File: config.mk
export PLATFORM = sky130hd
export DESIGN_NAME = count_disp
export DESIGN_NICKNAME = d
export VERILOG_FILES = /design/src/rtl/traffic_disp_pkg.sv /design/src/rtl/bin2bcd_seq.sv /design/src/rtl/count_disp.sv
export SDC_FILE = /design/constraint.sdc
export NUM_CORES = 1
export LEC_CHECK = 0
export BUFFER_PORTS_ARGS = -buffer_cell sky130_fd_sc_hd__buf_2
export CAP_MARGIN = 15
export CORE_UTILIZATION = 55
export DETAILED_ROUTE_END_ITERATION = 10
export MAX_ROUTING_LAYER = met4
export PLACE_DENSITY = 0.72
export SLEW_MARGIN = 20
export SYNTH_ARGS = -nofsm -noshare
export SYNTH_HDL_FRONTEND = slang
export SYNTH_SLANG_ARGS = --single-unit
File: constraint.sdc
create_clock -name clk -period 3.8 [get_ports clk]
set_input_delay 0.19 -clock clk [delete_from_list [all_inputs] [get_ports clk]]
set_output_delay 0.19 -clock clk [all_outputs]
set_load 0.005 [all_outputs]
File: src/rtl/traffic_disp_pkg.sv
// Shared constants for the countdown display: segment codes,
// digit codes, conversion FSM states and digit mapping helpers.
package traffic_disp_pkg;

    // Active-low segment patterns, bit order {g,f,e,d,c,b,a}
    localparam logic [6:0] SEG_0     = 7'b1000000;
    localparam logic [6:0] SEG_1     = 7'b1111001;
    localparam logic [6:0] SEG_2     = 7'b0100100;
    localparam logic [6:0] SEG_3     = 7'b0110000;
    localparam logic [6:0] SEG_4     = 7'b0011001;
    localparam logic [6:0] SEG_5     = 7'b0010010;
    localparam logic [6:0] SEG_6     = 7'b0000010;
    localparam logic [6:0] SEG_7     = 7'b1111000;
    localparam logic [6:0] SEG_8     = 7'b0000000;
    localparam logic [6:0] SEG_9     = 7'b0010000;
    localparam logic [6:0] SEG_DASH  = 7'b0111111;
    localparam logic [6:0] SEG_BLANK = 7'b1111111;

    // Non-numeric digit codes held in the display registers
    localparam logic [3:0] DIG_DASH  = 4'hA;
    localparam logic [3:0] DIG_BLANK = 4'hF;

    localparam logic [3:0] CONV_BITS = 4'd8;

    typedef enum logic [1:0] {
        ST_IDLE   = 2'd0,
        ST_LOAD   = 2'd1,
        ST_SHIFT  = 2'd2,
        ST_COMMIT = 2'd3
    } state_t;

    function automatic logic [6:0] seg_of(input logic [3:0] d);
        logic [6:0] s;
        unique case (d)
            4'd0:     s = SEG_0;
            4'd1:     s = SEG_1;
            4'd2:     s = SEG_2;
            4'd3:     s = SEG_3;
            4'd4:     s = SEG_4;
            4'd5:     s = SEG_5;
            4'd6:     s = SEG_6;
            4'd7:     s = SEG_7;
            4'd8:     s = SEG_8;
            4'd9:     s = SEG_9;
            DIG_DASH: s = SEG_DASH;
            default:  s = SEG_BLANK;
        endcase
        return s;
    endfunction

    // Returns {tens_code, units_code} for one BCD value
    function automatic logic [7:0] digit_pair(
        input logic [3:0] h,
        input logic [3:0] t,
        input logic [3:0] u,
        input logic       lzb
    );
        logic [7:0] p;
        if (h != 4'd0)
            p = {DIG_DASH, DIG_DASH};
        else if (lzb && t == 4'd0)
            p = {DIG_BLANK, u};
        else
            p = {t, u};
        return p;
    endfunction

endpackage

File: src/rtl/bin2bcd_seq.sv
// Sequential 8-bit binary to 3-nibble BCD shift-add-3 engine.
// Ports: clk, set_n, load (capture bin), step (one shift), hund/tens/units.
module bin2bcd_seq (
    input  logic       clk,
    input  logic       set_n,
    input  logic       load,
    input  logic       step,
    input  logic [7:0] bin,
    output logic [3:0] hund,
    output logic [3:0] tens,
    output logic [3:0] units
);

    // {hundreds, tens, units, binary}
    logic [19:0] sr;
    logic [19:0] adj;

    always_comb begin
        adj = sr;
        if (sr[19:16] >= 4'd5) adj[19:16] = sr[19:16] + 4'd3;
        if (sr[15:12] >= 4'd5) adj[15:12] = sr[15:12] + 4'd3;
        if (sr[11:8]  >= 4'd5) adj[11:8]  = sr[11:8]  + 4'd3;
    end

    always_ff @(posedge clk or negedge set_n) begin
        if (!set_n)
            sr <= '0;
        else if (load)
            sr <= {12'd0, bin};
        else if (step)
            sr <= {adj[18:0], 1'b0};
    end

    assign hund  = sr[19:16];
    assign tens  = sr[15:12];
    assign units = sr[11:8];

endmodule

File: src/rtl/count_disp.sv
// Two-value countdown display: BCD conversion FSM plus 4-digit scan.
// Ports: clk, set_n, count, count_c in; seg, dig, conv_busy out.
module count_disp
    import traffic_disp_pkg::*;
#(
    parameter int unsigned SCAN_DIV = 50000,
    parameter bit          LZB      = 1'b1
) (
    input  logic       clk,
    input  logic       set_n,
    input  logic [7:0] count,
    input  logic [7:0] count_c,
    output logic [6:0] seg,
    output logic [3:0] dig,
    output logic       conv_busy
);

    localparam logic [15:0] SCAN_LAST = 16'(SCAN_DIV - 1);

    state_t           state;
    state_t           state_nx;
    logic [7:0]       cap_m;
    logic [7:0]       cap_c;
    logic [3:0]       bit_cnt;
    logic             load;
    logic             step;
    logic [3:0][3:0]  digs;
    logic [15:0]      scan_cnt;
    logic [1:0]       scan_idx;

    logic [3:0] m_h, m_t, m_u;
    logic [3:0] c_h, c_t, c_u;
    logic [7:0] m_pair, c_pair;

    bin2bcd_seq u_main (
        .clk   (clk),
        .set_n (set_n),
        .load  (load),
        .step  (step),
        .bin   (count),
        .hund  (m_h),
        .tens  (m_t),
        .units (m_u)
    );

    bin2bcd_seq u_country (
        .clk   (clk),
        .set_n (set_n),
        .load  (load),
        .step  (step),
        .bin   (count_c),
        .hund  (c_h),
        .tens  (c_t),
        .units (c_u)
    );

    assign m_pair = digit_pair(m_h, m_t, m_u, LZB);
    assign c_pair = digit_pair(c_h, c_t, c_u, LZB);

    always_comb begin
        state_nx = state;
        load     = 1'b0;
        step     = 1'b0;
        unique case (state)
            ST_IDLE:
                if ({count, count_c} != {cap_m, cap_c})
                    state_nx = ST_LOAD;
            ST_LOAD: begin
                load     = 1'b1;
                state_nx = ST_SHIFT;
            end
            ST_SHIFT: begin
                step = 1'b1;
                if (bit_cnt == 4'd1)
                    state_nx = ST_COMMIT;
            end
            ST_COMMIT:
                state_nx = ST_IDLE;
            default:
                state_nx = ST_IDLE;
        endcase
    end

    always_ff @(posedge clk or negedge set_n) begin
        if (!set_n) begin
            state     <= ST_LOAD;
            cap_m     <= '0;
            cap_c     <= '0;
            bit_cnt   <= '0;
            conv_busy <= 1'b0;
            digs      <= {4{DIG_BLANK}};
        end else begin
            state <= state_nx;
            unique case (state)
                ST_LOAD: begin
                    cap_m     <= count;
                    cap_c     <= count_c;
                    bit_cnt   <= CONV_BITS;
                    conv_busy <= 1'b1;
                end
                ST_SHIFT:
                    bit_cnt <= bit_cnt - 4'd1;
                ST_COMMIT: begin
                    // all four digits land together: no torn pair
                    digs[0]   <= m_pair[7:4];
                    digs[1]   <= m_pair[3:0];
                    digs[2]   <= c_pair[7:4];
                    digs[3]   <= c_pair[3:0];
                    conv_busy <= 1'b0;
                end
                default: ;
            endcase
        end
    end

    // Digit scan runs free of the conversion FSM
    always_ff @(posedge clk or negedge set_n) begin
        if (!set_n) begin
            scan_cnt <= '0;
            scan_idx <= '0;
        end else if (scan_cnt == SCAN_LAST) begin
            scan_cnt <= '0;
            scan_idx <= scan_idx + 2'd1;
        end else begin
            scan_cnt <= scan_cnt + 16'd1;
        end
    end

    always_ff @(posedge clk or negedge set_n) begin
        if (!set_n) begin
            seg <= SEG_BLANK;
            dig <= 4'hF;
        end else begin
            seg <= seg_of(digs[scan_idx]);
            dig <= ~(4'b0001 << scan_idx);
        end
    end

endmodule

### After elaboration in Yosys (flattened, before gate mapping)

Memories as Yosys holds them, arrays and structs flattened. A register that Yosys moved wholly into a read port is not among the register bits.
Cells that the tools add are included.

| operators by class | value |
|---|---|
| add/subtract/negate cells | 9 |
| $lt $le $gt $ge | 7 |
| equality and inequality tests | 8 |
| shift operators | 1 |
| multiplexer cells | 24 |
| bitwise operators | 1 |
| reduce and logical (&&, ||, !) cells | 10 |

Operator list:

| kind | number |
|---|---|
| $mux 20 | 4 |
| $mux 8 | 4 |
| $ge 4x3->1 const B | 6 |
| $mux 4 | 5 |
| $add 16x1->16 const B | 1 |
| $add 4x2->4 const B | 4 |
| $eq 16x16->1 const B | 1 |
| $mux 16 | 1 |
| $ne 16x16->1 | 1 |
| $bmux 4 s2 | 1 |
| $logic_not 4->1 | 2 |
| $pmux 2 s4 | 1 |
| $pmux 4 s2 | 1 |
| $reduce_bool 4->1 | 2 |
| $add 3x2->3 const B | 2 |
| $mux 3 | 2 |
| $reduce_bool 2->1 | 3 |
| $eq 2x2->1 const B | 2 |
| $eq 4x1->1 const B | 1 |
| $mux 2 | 2 |
| $ne 2x2->1 const B | 2 |
| $not 4->4 | 1 |
| $shl 1x2->4 const A | 1 |
| $sub 4x1->4 const B | 1 |
| other kinds (8) | 9 |

| storage, ports and cells | value |
|---|---|
| register bits | 101 |
| bits in read-only memories | 112 |
| word-level logic and storage cells | 75 |
| memories | 1 |

Memories:

| memory | depth | width | rd ports | clocked after memory_dff | wr ports | RTL line | source |
|---|---|---|---|---|---|---|---|
| (name not given) | 16 | 7 | 1 | 1 | 0 | traffic_disp_pkg.sv:34 | `unique case (d)` |

### Logic depth before layout (Yosys ltp)

Gate-level depths: netlist of the first run.

| depth | value |
|---|---|
| depth in word-level cells | 4 |
| mapped depth | 8 |

### By module

From an unflattened synthesis of the first run, not the netlist that was laid out.

| second synthesis, totals | value |
|---|---|
| cells, all modules | 515 |
| area total of the unflattened synthesis | 5572.8 µm² |

By module, submodules not included:

| module | instances | cells an instance | area each (µm²) |
|---|---|---|---|
| count_disp | 1 | 287 | 3300.7 |
| bin2bcd_seq | 2 | 114 | 1136.1 |

### Least setup slack after synthesis of the first run

Ideal clock, no wire load.

| timing | value |
|---|---|
| kind | reg-to-reg |
| start | reg state[0] |
| end | reg u_country.sr[12] |
| library setup time | 0.142 ns |
| arrival | 1.831 ns |
| required time | 3.658 ns |
| setup slack | 1.827 ns |
| stages on the path, launching flop included | 7 |
| period minus slack after synthesis | 1.973 ns |
| path through | dfstp_2 -> inv_1 -> ha_1 -> clkbuf_1 -> clkbuf_1 -> buf_1 -> o32ai_1 |

| on the way | value |
|---|---|
| cells in the longest elaborated chain, start to end | 3 |
| elaborated cells on any way between the ends | 6 |
| classes of those cells | eq/ne: 2; mux: 3; reduce/logical: 1 |

Ends and longest elaborated chain:

| element | RTL line | source |
|---|---|---|
| start, declared | count_disp.sv:20 | `state_t state;` |
| start signal, assigned | count_disp.sv:93 | `state <= state_nx;` |
| $eq 2x1->1 / $eq 2x2->1 (equally long branches) | count_disp.sv:64 | `unique case (state)` |
| $mux 1 | count_disp.sv:64 |  |
| $mux 20 / $reduce_bool 2->1 (equally long branches) | - |  |
| end signal, assigned | bin2bcd_seq.sv:29 | `sr <= {12'd0, bin};` |
| end signal, assigned | bin2bcd_seq.sv:31 | `sr <= {adj[18:0], 1'b0};` |
| end, declared | bin2bcd_seq.sv:15 | `logic [19:0] sr;` |

Several ways; a longest one is shown, not always the timed one.
A chain may end at the register's enable or synchronous reset.

### Final worst setup path of the first run

| timing | value |
|---|---|
| start | reg state[0] |
| end | reg bit_cnt[2] |

| on the way | value |
|---|---|
| cells in the longest elaborated chain, start to end | 2 |
| elaborated cells on any way between the ends | 4 |
| classes of those cells | eq/ne: 2; mux: 1; reduce/logical: 1 |

Ends and longest elaborated chain:

| element | RTL line | source |
|---|---|---|
| $eq 2x2->1 / $eq 2x1->1 (equally long branches) | count_disp.sv:94 | `unique case (state)` |
| $pmux 4 s2 / $reduce_bool 2->1 (equally long branches) | - |  |
| end signal, assigned | count_disp.sv:102 | `bit_cnt <= bit_cnt - 4'd1;` |
| end, declared | count_disp.sv:24 | `logic [3:0] bit_cnt;` |

Several ways; a longest one is shown, not always the timed one.

==> results.md, run 1 <==
- Status: completed
- Post-DP Area: roughly 0.0056 sq mm
- YS warnings: 0
- Data required, critical path: slightly above 4000 ps
- Mapped Nets: 557
- Gr busiest metal: met2
- Die Wd: between 100 and 150 um
- Vias post-DR: around 3.6k
- Initial antenna violation count: 0
- Worst slew pin tran: slightly below 700 ps
- Detailed Route WL: 9440 um
- Minimum clock period: roughly 2000 ps
- Synth Flop Type: dfrtp_1
- Die area: about 0.010 sq mm
- Vias in the first global route: about 3.6k
- Routed len/inst: 14.1 um
- Final Core Density: between 60 and 70%
- Max Buffers Root-to-Sink: 2
- Max Slew Vio Count: 0
- Footprint of the multi-input gates: 0.00236 sq mm
- First-pass GRT wire length: 16200 um
- Post-synth EDFFs: 0
- CP Class: flop to flop
- LEAKAGE: ~0.0025 uW
- Syn_area_per_cell: approximately 11 sq um
- Synth cell types: a little over 40
- GP Congestion: 0.798
- Synth area leaders: dfrtp_1, dfstp_2, ha_1, xnor2_1, a21oi_1
- Pin count of the biggest net entering global routing: 74
- PwrDens: 792 mW/mm^2
- CTS resizes: 0
- Global routing usage on met1: approximately 26%
- Worst path most repeated cell: o21ai_0
- Met2 GRT Util: around 34%
- Max Clk Rate: about 0.5 GHz
- Cells after Synth: 510
- Arrival time at the worst endpoint: 2310 ps
- RSZ-0062 raised after global routing: false
- Total of fill cells in the finished design: slightly below 800
- DRT iter0 DRCs: between 100 and 150
- Hold crit path type: primary input to flop
- Reg clk slew, reported paths: about 110 ps
- Final count of hold timing violations: 0
- Buffers and inverters on the worst path: 2
- Crit-path slowest cell: dfstp_2
- Clk_lat worst skew: ~380 ps
- Setup WS post-layout: 1760 ps
- Area growth from synthesis to layout: 8.40%
- PortBufs: 29
- Pre-CTS setup slack: 1800 ps
- Post-synth ARST share: 100%
- GRT Resource Usage Total: approximately a fifth
- Htree depth: 3
- Critical path launch point type: flop
- M3 GR Usage: under 10%
- Yosys top cell area share: roughly 37%
- Mapped cell area: 0.00538 sq mm
- Pwr Total: ~4600 uW
- Commonest cells after routing, fill and taps aside: dfrtp_1, nor2_1, inv_1, a21oi_1, xnor2_1
- Final TNS setup: 0 ps
- Gr ovfl total: 0
- Final Cell Area: just under 0.006 sq mm
- Commonest non-fill, non-tap cell in the layout: dfrtp_1
- Synth Register Bits: 108
- Initial Util: approximately 57%
- TritonCTS Buffers: 9
- Nature of the critical path endpoint: flop
- Seq/Total Area, Yosys: 50.9%
- Final period util: a little over half
- Worst-path cell chain: inv_1 > ha_2 > buf_4 > o21ai_0 > nand2_1 > o21ai_0
- Flip-flop and latch area: between 0.002 and 0.003 sq mm
- Detail Route Antenna Nets: 0
- First-pass iteration count of the detailed router: 4
- Num rows: 35
- Yosys top cell by area: dfrtp_1
- CTS tree: built
- Delay-heaviest family, CP: buffers and inverters
- Antenna Cells: 0
- Total core area: between 0.009 and 0.01 sq mm
- Worst VDD drop: 0.554 mV
- HPWL Detailed: 6530 um
- Relative slew slack: between 50% and 60%
- Avg Vias per Cell: 5.43
- Worst-path maximum fanout: 73
- Final setup violation count: 0
- Clock sinks: 108
- Ratio of cells with drive above 1 in the final layout: a little under a fifth
- CP max stage delay: 580 ps
- Clk root buf: clkbuf_8
- Worst clock skew: about 12 ps
- # IOs: 30
- DRC viols: 0
- Die height: between 100 and 150 um
- Final nets: 580
- Max-cap viol count: 0
==> cell type report <==
type | count | area share, %
clock buffers | 9 | 2.12
clock inverters | 7 | 1.27
inverters | 48 | 3.09
multi-input cells | 331 | 40.4
flip-flops and latches | 108 | 47.0
well taps | 129 | 2.77
repair buffers | 35 | 3.35
==> Yosys cell counts, types with 2 or more instances <==
library cell,n
xnor2_1,32
dfrtp_1,80
a21oi_1,39
nor3_1,3
nand2_1,14
ha_1,29
buf_2,3
and3_1,5
mux2_2,17
dfstp_2,28
o21ai_0,27
xor2_1,6
nor4_1,2
nand2b_1,8
clkbuf_1,12
a31oi_1,4
nand4_1,9
o32ai_1,4
mux2i_1,14
nand3_1,17
buf_1,6
o31a_1,6
mux4_2,4
nand3b_1,4
nor2b_1,3
o32a_1,2
inv_1,48
o22ai_1,22
nor2_1,50
==> worst paths after layout <==
kind	startpoint	end	slack [ps]	cells after the start
min in group asynchronous	set_n	u_country.sr[15]$_DFFE_PN0P_	270	2
worst min register to register	scan_cnt[0]$_DFF_PN0_	scan_cnt[0]$_DFF_PN0_	470	1
max in group asynchronous	set_n	bit_cnt[1]$_DFFE_PN0P_	2560	3
worst min-delay path	count[4]	cap_m[4]$_DFFE_PN0P_	80	2
worst max-delay path	state[0]$_DFFE_PN1P_	bit_cnt[2]$_DFFE_PN0P_	1760	6
worst max register to register	state[0]$_DFFE_PN1P_	bit_cnt[2]$_DFFE_PN0P_	1760	6
==> per-layer routing <==
layer,vias to the layer above,wire length [um]
met3,12,208
met1,1765,4500
met2,39,4590
li1,1804,-
met4,0,142
met5,-,0
==> worst reg2reg max path, delay by kind of cell (launching register included) <==
kind,cells,cell delay [ps]
simple gates,1,100
compound gates,2,280
flops,1,580
buf+inv,2,630
fa+ha+maj,1,320
==> timing repair <==
item	CTS	global route
hold endpoints to repair	15	0
hold buffers	1	0
setup buffers	0	0
==> power breakdown <==
part | internal, uW | total (uW) | switching (uW)
combinational | 855 | 2000 | 1150
clock | 308 | 707 | 399
sequential | 1650 | 1910 | 257
total | 2810 | 4620 | 1800
==> cell families (layout without fill, tap and decap cells) <==
family,Yosys count,in the layout,share of synthesized area (%)
and+or+nand+nor,122,122,11.3
DFF,108,108,50.9
AOI/OAI and AO/OA,107,107,11.7
xor gates and xnor gates,38,38,6.19
buffers and inverters,71,99,5.35
adders and majority gates,29,29,6.75
muxes,35,35,7.84
==> registers in the layout, indices dropped and copies added, names as in the netlist, 4 cells and up <==
name	flops
u_country.sr	20
u_main.sr	20
digs	16
scan_cnt	16
cap_c	8
cap_m	8
seg	7
bit_cnt	4
dig	4
==> metrics by stage <==
step                      cells  hold slack [ps]
after floorplan             510             -106
after global placement      650              145
after detailed placement    650              149
after CTS                   667             69.3
after global routing        667             67.8
final                       667             81.9
No activity file was read; power rests on OpenSTA's default activity.
==> run 2: changes to the inputs <==
==> constraint.sdc (replaced) <==
create_clock -name clk -period 1.95 [get_ports clk]
set_input_delay 0.0975 -clock clk [delete_from_list [all_inputs] [get_ports clk]]
set_output_delay 0.0975 -clock clk [all_outputs]
set_load 0.005 [all_outputs]
==> run 2 against run 1 <==
First-iteration DRC count increased by 30%. Design area increased by 4.7%. Via count increased by 2.7%. Sequential cell count unchanged. Hold slack improved by 150 ps. Global-route usage increased by 1.1 points. Combinational power increased by 110%. Sequential power increased by 94%. Maximum frequency increased by 11%. Critical endpoint is now seg[1]$_DFF_PN1_.
==> results.md, run 2 (same netlist as run 1, synthesis figures left out) <==
- PortBufs: 29 (unchanged)
- Vias in the first global route: 3692 (was 3591)
- Commonest non-fill, non-tap cell in the layout: dfrtp_1 (unchanged)
- Die height: 101 um (unchanged)
- Detailed Route WL: 9710 um (was 9440 um)
- Final period util: 94.2% (was 53.7%)
- Final count of hold timing violations: 0 (unchanged)
- Initial antenna violation count: 0 (unchanged)
- First-pass iteration count of the detailed router: 4 (unchanged)
- Worst VDD drop: 0.932 mV (was 0.554 mV)
- GP Congestion: 0.801 (was 0.798)
- Data required, critical path: 2250 ps (was 4070 ps)
- Max Slew Vio Count: 0 (unchanged)
- Initial Util: 57.4% (unchanged)
- Max-cap viol count: 0 (unchanged)
- Post-DP Area: 0.00574 sq mm (was 0.00562 sq mm)
- Clock sinks: 108 (unchanged)
- GRT Resource Usage Total: 22.2% (was 21.1%)
- First-pass GRT wire length: 17100 um (was 16200 um)
- Max Clk Rate: 0.544 GHz (was 0.490 GHz)
- DRT iter0 DRCs: 186 (was 143)
- Ratio of cells with drive above 1 in the final layout: 19.9% (was 19.1%)
- Switching part of the total: 38.6% (was 39.1%)
- Hold crit path type: primary input to asynchronous set/reset pin (was primary input to flop)
- LEAKAGE: 0.00260 uW (was 0.00248 uW)
- Switching power: 3570 uW (was 1800 uW)
- Reg clk slew, reported paths: 110 ps (about the same)
- CTS resizes: 0 (unchanged)
- Area growth from synthesis to layout: 13.5% (was 8.40%)
- Routed len/inst: 14.0 um (was 14.1 um)
- Clk root buf: clkbuf_8 (unchanged)
- Total core area: 0.00937 sq mm (unchanged)
- Gr ovfl total: 0 (unchanged)
- HPWL Detailed: 6570 um (was 6530 um)
- Final nets: 605 (was 580)
- Worst-path maximum fanout: 7 (was 73)
- # IOs: 30 (unchanged)
- Final Core Density: 65.1% (was 62.2%)
- Detail Route Antenna Nets: 0 (unchanged)
- Antenna Cells: 0 (unchanged)
- Max Buffers Root-to-Sink: 2 (unchanged)
- Vias post-DR: 3719 (was 3620)
- RSZ-0062 raised after global routing: false (unchanged)
- Avg Vias per Cell: 5.37 (was 5.43)
- Comb pwr share: 45.3% (was 43.4%)
- Seq pwr share: 40.0% (was 41.3%)
- Arrival time at the worst endpoint: 2140 ps (was 2310 ps)
- Clk network pwr share: 14.6% (was 15.3%)
- PwrDens: 1520 mW/mm^2 (was 792 mW/mm^2)
- Clk_lat worst skew: 380 ps (about the same)
- Nature of the critical path endpoint: flop (unchanged)
- Die Wd: 101 um (unchanged)
- Hold_ws: 229 ps (was 81.9 ps)
- CTS tree: built (unchanged)
- Worst clock skew: 11.2 ps (was 12.1 ps)
- Die area: 0.0102 sq mm (unchanged)
- DRC viols: 0 (unchanged)
- Final Cell Area: 0.00610 sq mm (was 0.00583 sq mm)
- Num rows: 35 (unchanged)
- Pin count of the biggest net entering global routing: 53 (was 74)
- Post-CTS setup buffers: 0 (unchanged)
- Top Registers: u_country.sr: 20 flops, u_main.sr: 20 flops (unchanged)
- Htree depth: 3 (unchanged)
- Final TNS setup: 0 ps (unchanged)
- Commonest cells after routing, fill and taps aside: dfrtp_1, nor2_1, inv_1, a21oi_1, xnor2_1 (unchanged)
- Final setup violation count: 0 (unchanged)
- Relative slew slack: 65.8% (was 54.5%)
- Minimum clock period: 1840 ps (was 2040 ps)
- Worst slew pin tran: 513 ps (was 682 ps)
- Pwr Total: 9260 uW (was 4620 uW)
- CP Class: flop to flop (unchanged)
- Critical path launch point type: flop (unchanged)
- TritonCTS Buffers: 9 (unchanged)
- Status: completed (unchanged)
- CTS Hold Bufs: 17 (was 1)
- Int Pwr: 5690 uW (was 2810 uW)
-- run 2: cell count changes in the layout (fill, tap and decap cells not counted), sizes merged --
cell,previous run,this run
dlygate4sd3,1,17
clkinv,2,1
clkinvlp,2,4
buf,34,43
clkbuf,9,10
inv,50,48
-- run 2: path summary, 6_finish.rpt --
kind	endpoint	depth (start not counted)	slack, ps	start
max	seg[1]$_DFF_PN1_	5	110	scan_idx[0]$_DFFE_PN0N_
min	u_main.sr[14]$_DFFE_PN0P_	2	230	set_n
max reg2reg	seg[1]$_DFF_PN1_	5	110	scan_idx[0]$_DFFE_PN0N_
min reg2reg	scan_cnt[0]$_DFF_PN0_	1	460	scan_cnt[0]$_DFF_PN0_
max in group asynchronous	digs[10]$_DFFE_PN1P_	3	1020	set_n
min in group clk	scan_cnt[0]$_DFF_PN0_	1	460	scan_cnt[0]$_DFF_PN0_
-- run 2: power groups by stage --
stage | logic (uW) | clock network, uW | registers (uW)
after CTS | 4210 | 1390 | 3700
after global routing | 4760 | 1490 | 3820
after detailed placement | 4170 | 0 | 3740
after global placement | 4010 | 0 | 3710
final | 4200 | 1360 | 3710
after floorplan | 3170 | 0 | 3620
-- run 2: worst max-delay path, stage by stage, from the launching register on --
cell and delay [ps]:
dfrtp_1 540, mux4_2 600, inv_1 130, ha_1 250, o21ai_0 150, o21ai_0 100
-- run 2: through the flow --
step,instances,setup WS [ps]
final,692,113
after global routing,692,6.49
after CTS,692,99.4
after detailed placement,659,108
after global placement,659,161
after floorplan,510,0.877
-- run 2: metal layers --
layer  share of wire (%)  wire length, um  GRT usage [%]  vias to the layer above
met5                   0                0              -                        -
met4                 1.1              109           6.35                        0
met3                 3.3              321           5.41                       10
met2                  49             4780           36.1                       54
met1                  46             4500           27.6                     1810
li1                    -                -              -                     1845
-- run 2: area by class of cell --
class	count	area (sq um)
fillers	743	3270
flip-flops and latches	108	2740
multi-input cells	331	2360
repair buffers	60	473
inverters	48	180
well taps	129	161
clock buffers	10	128
clock inverters	6	65.1
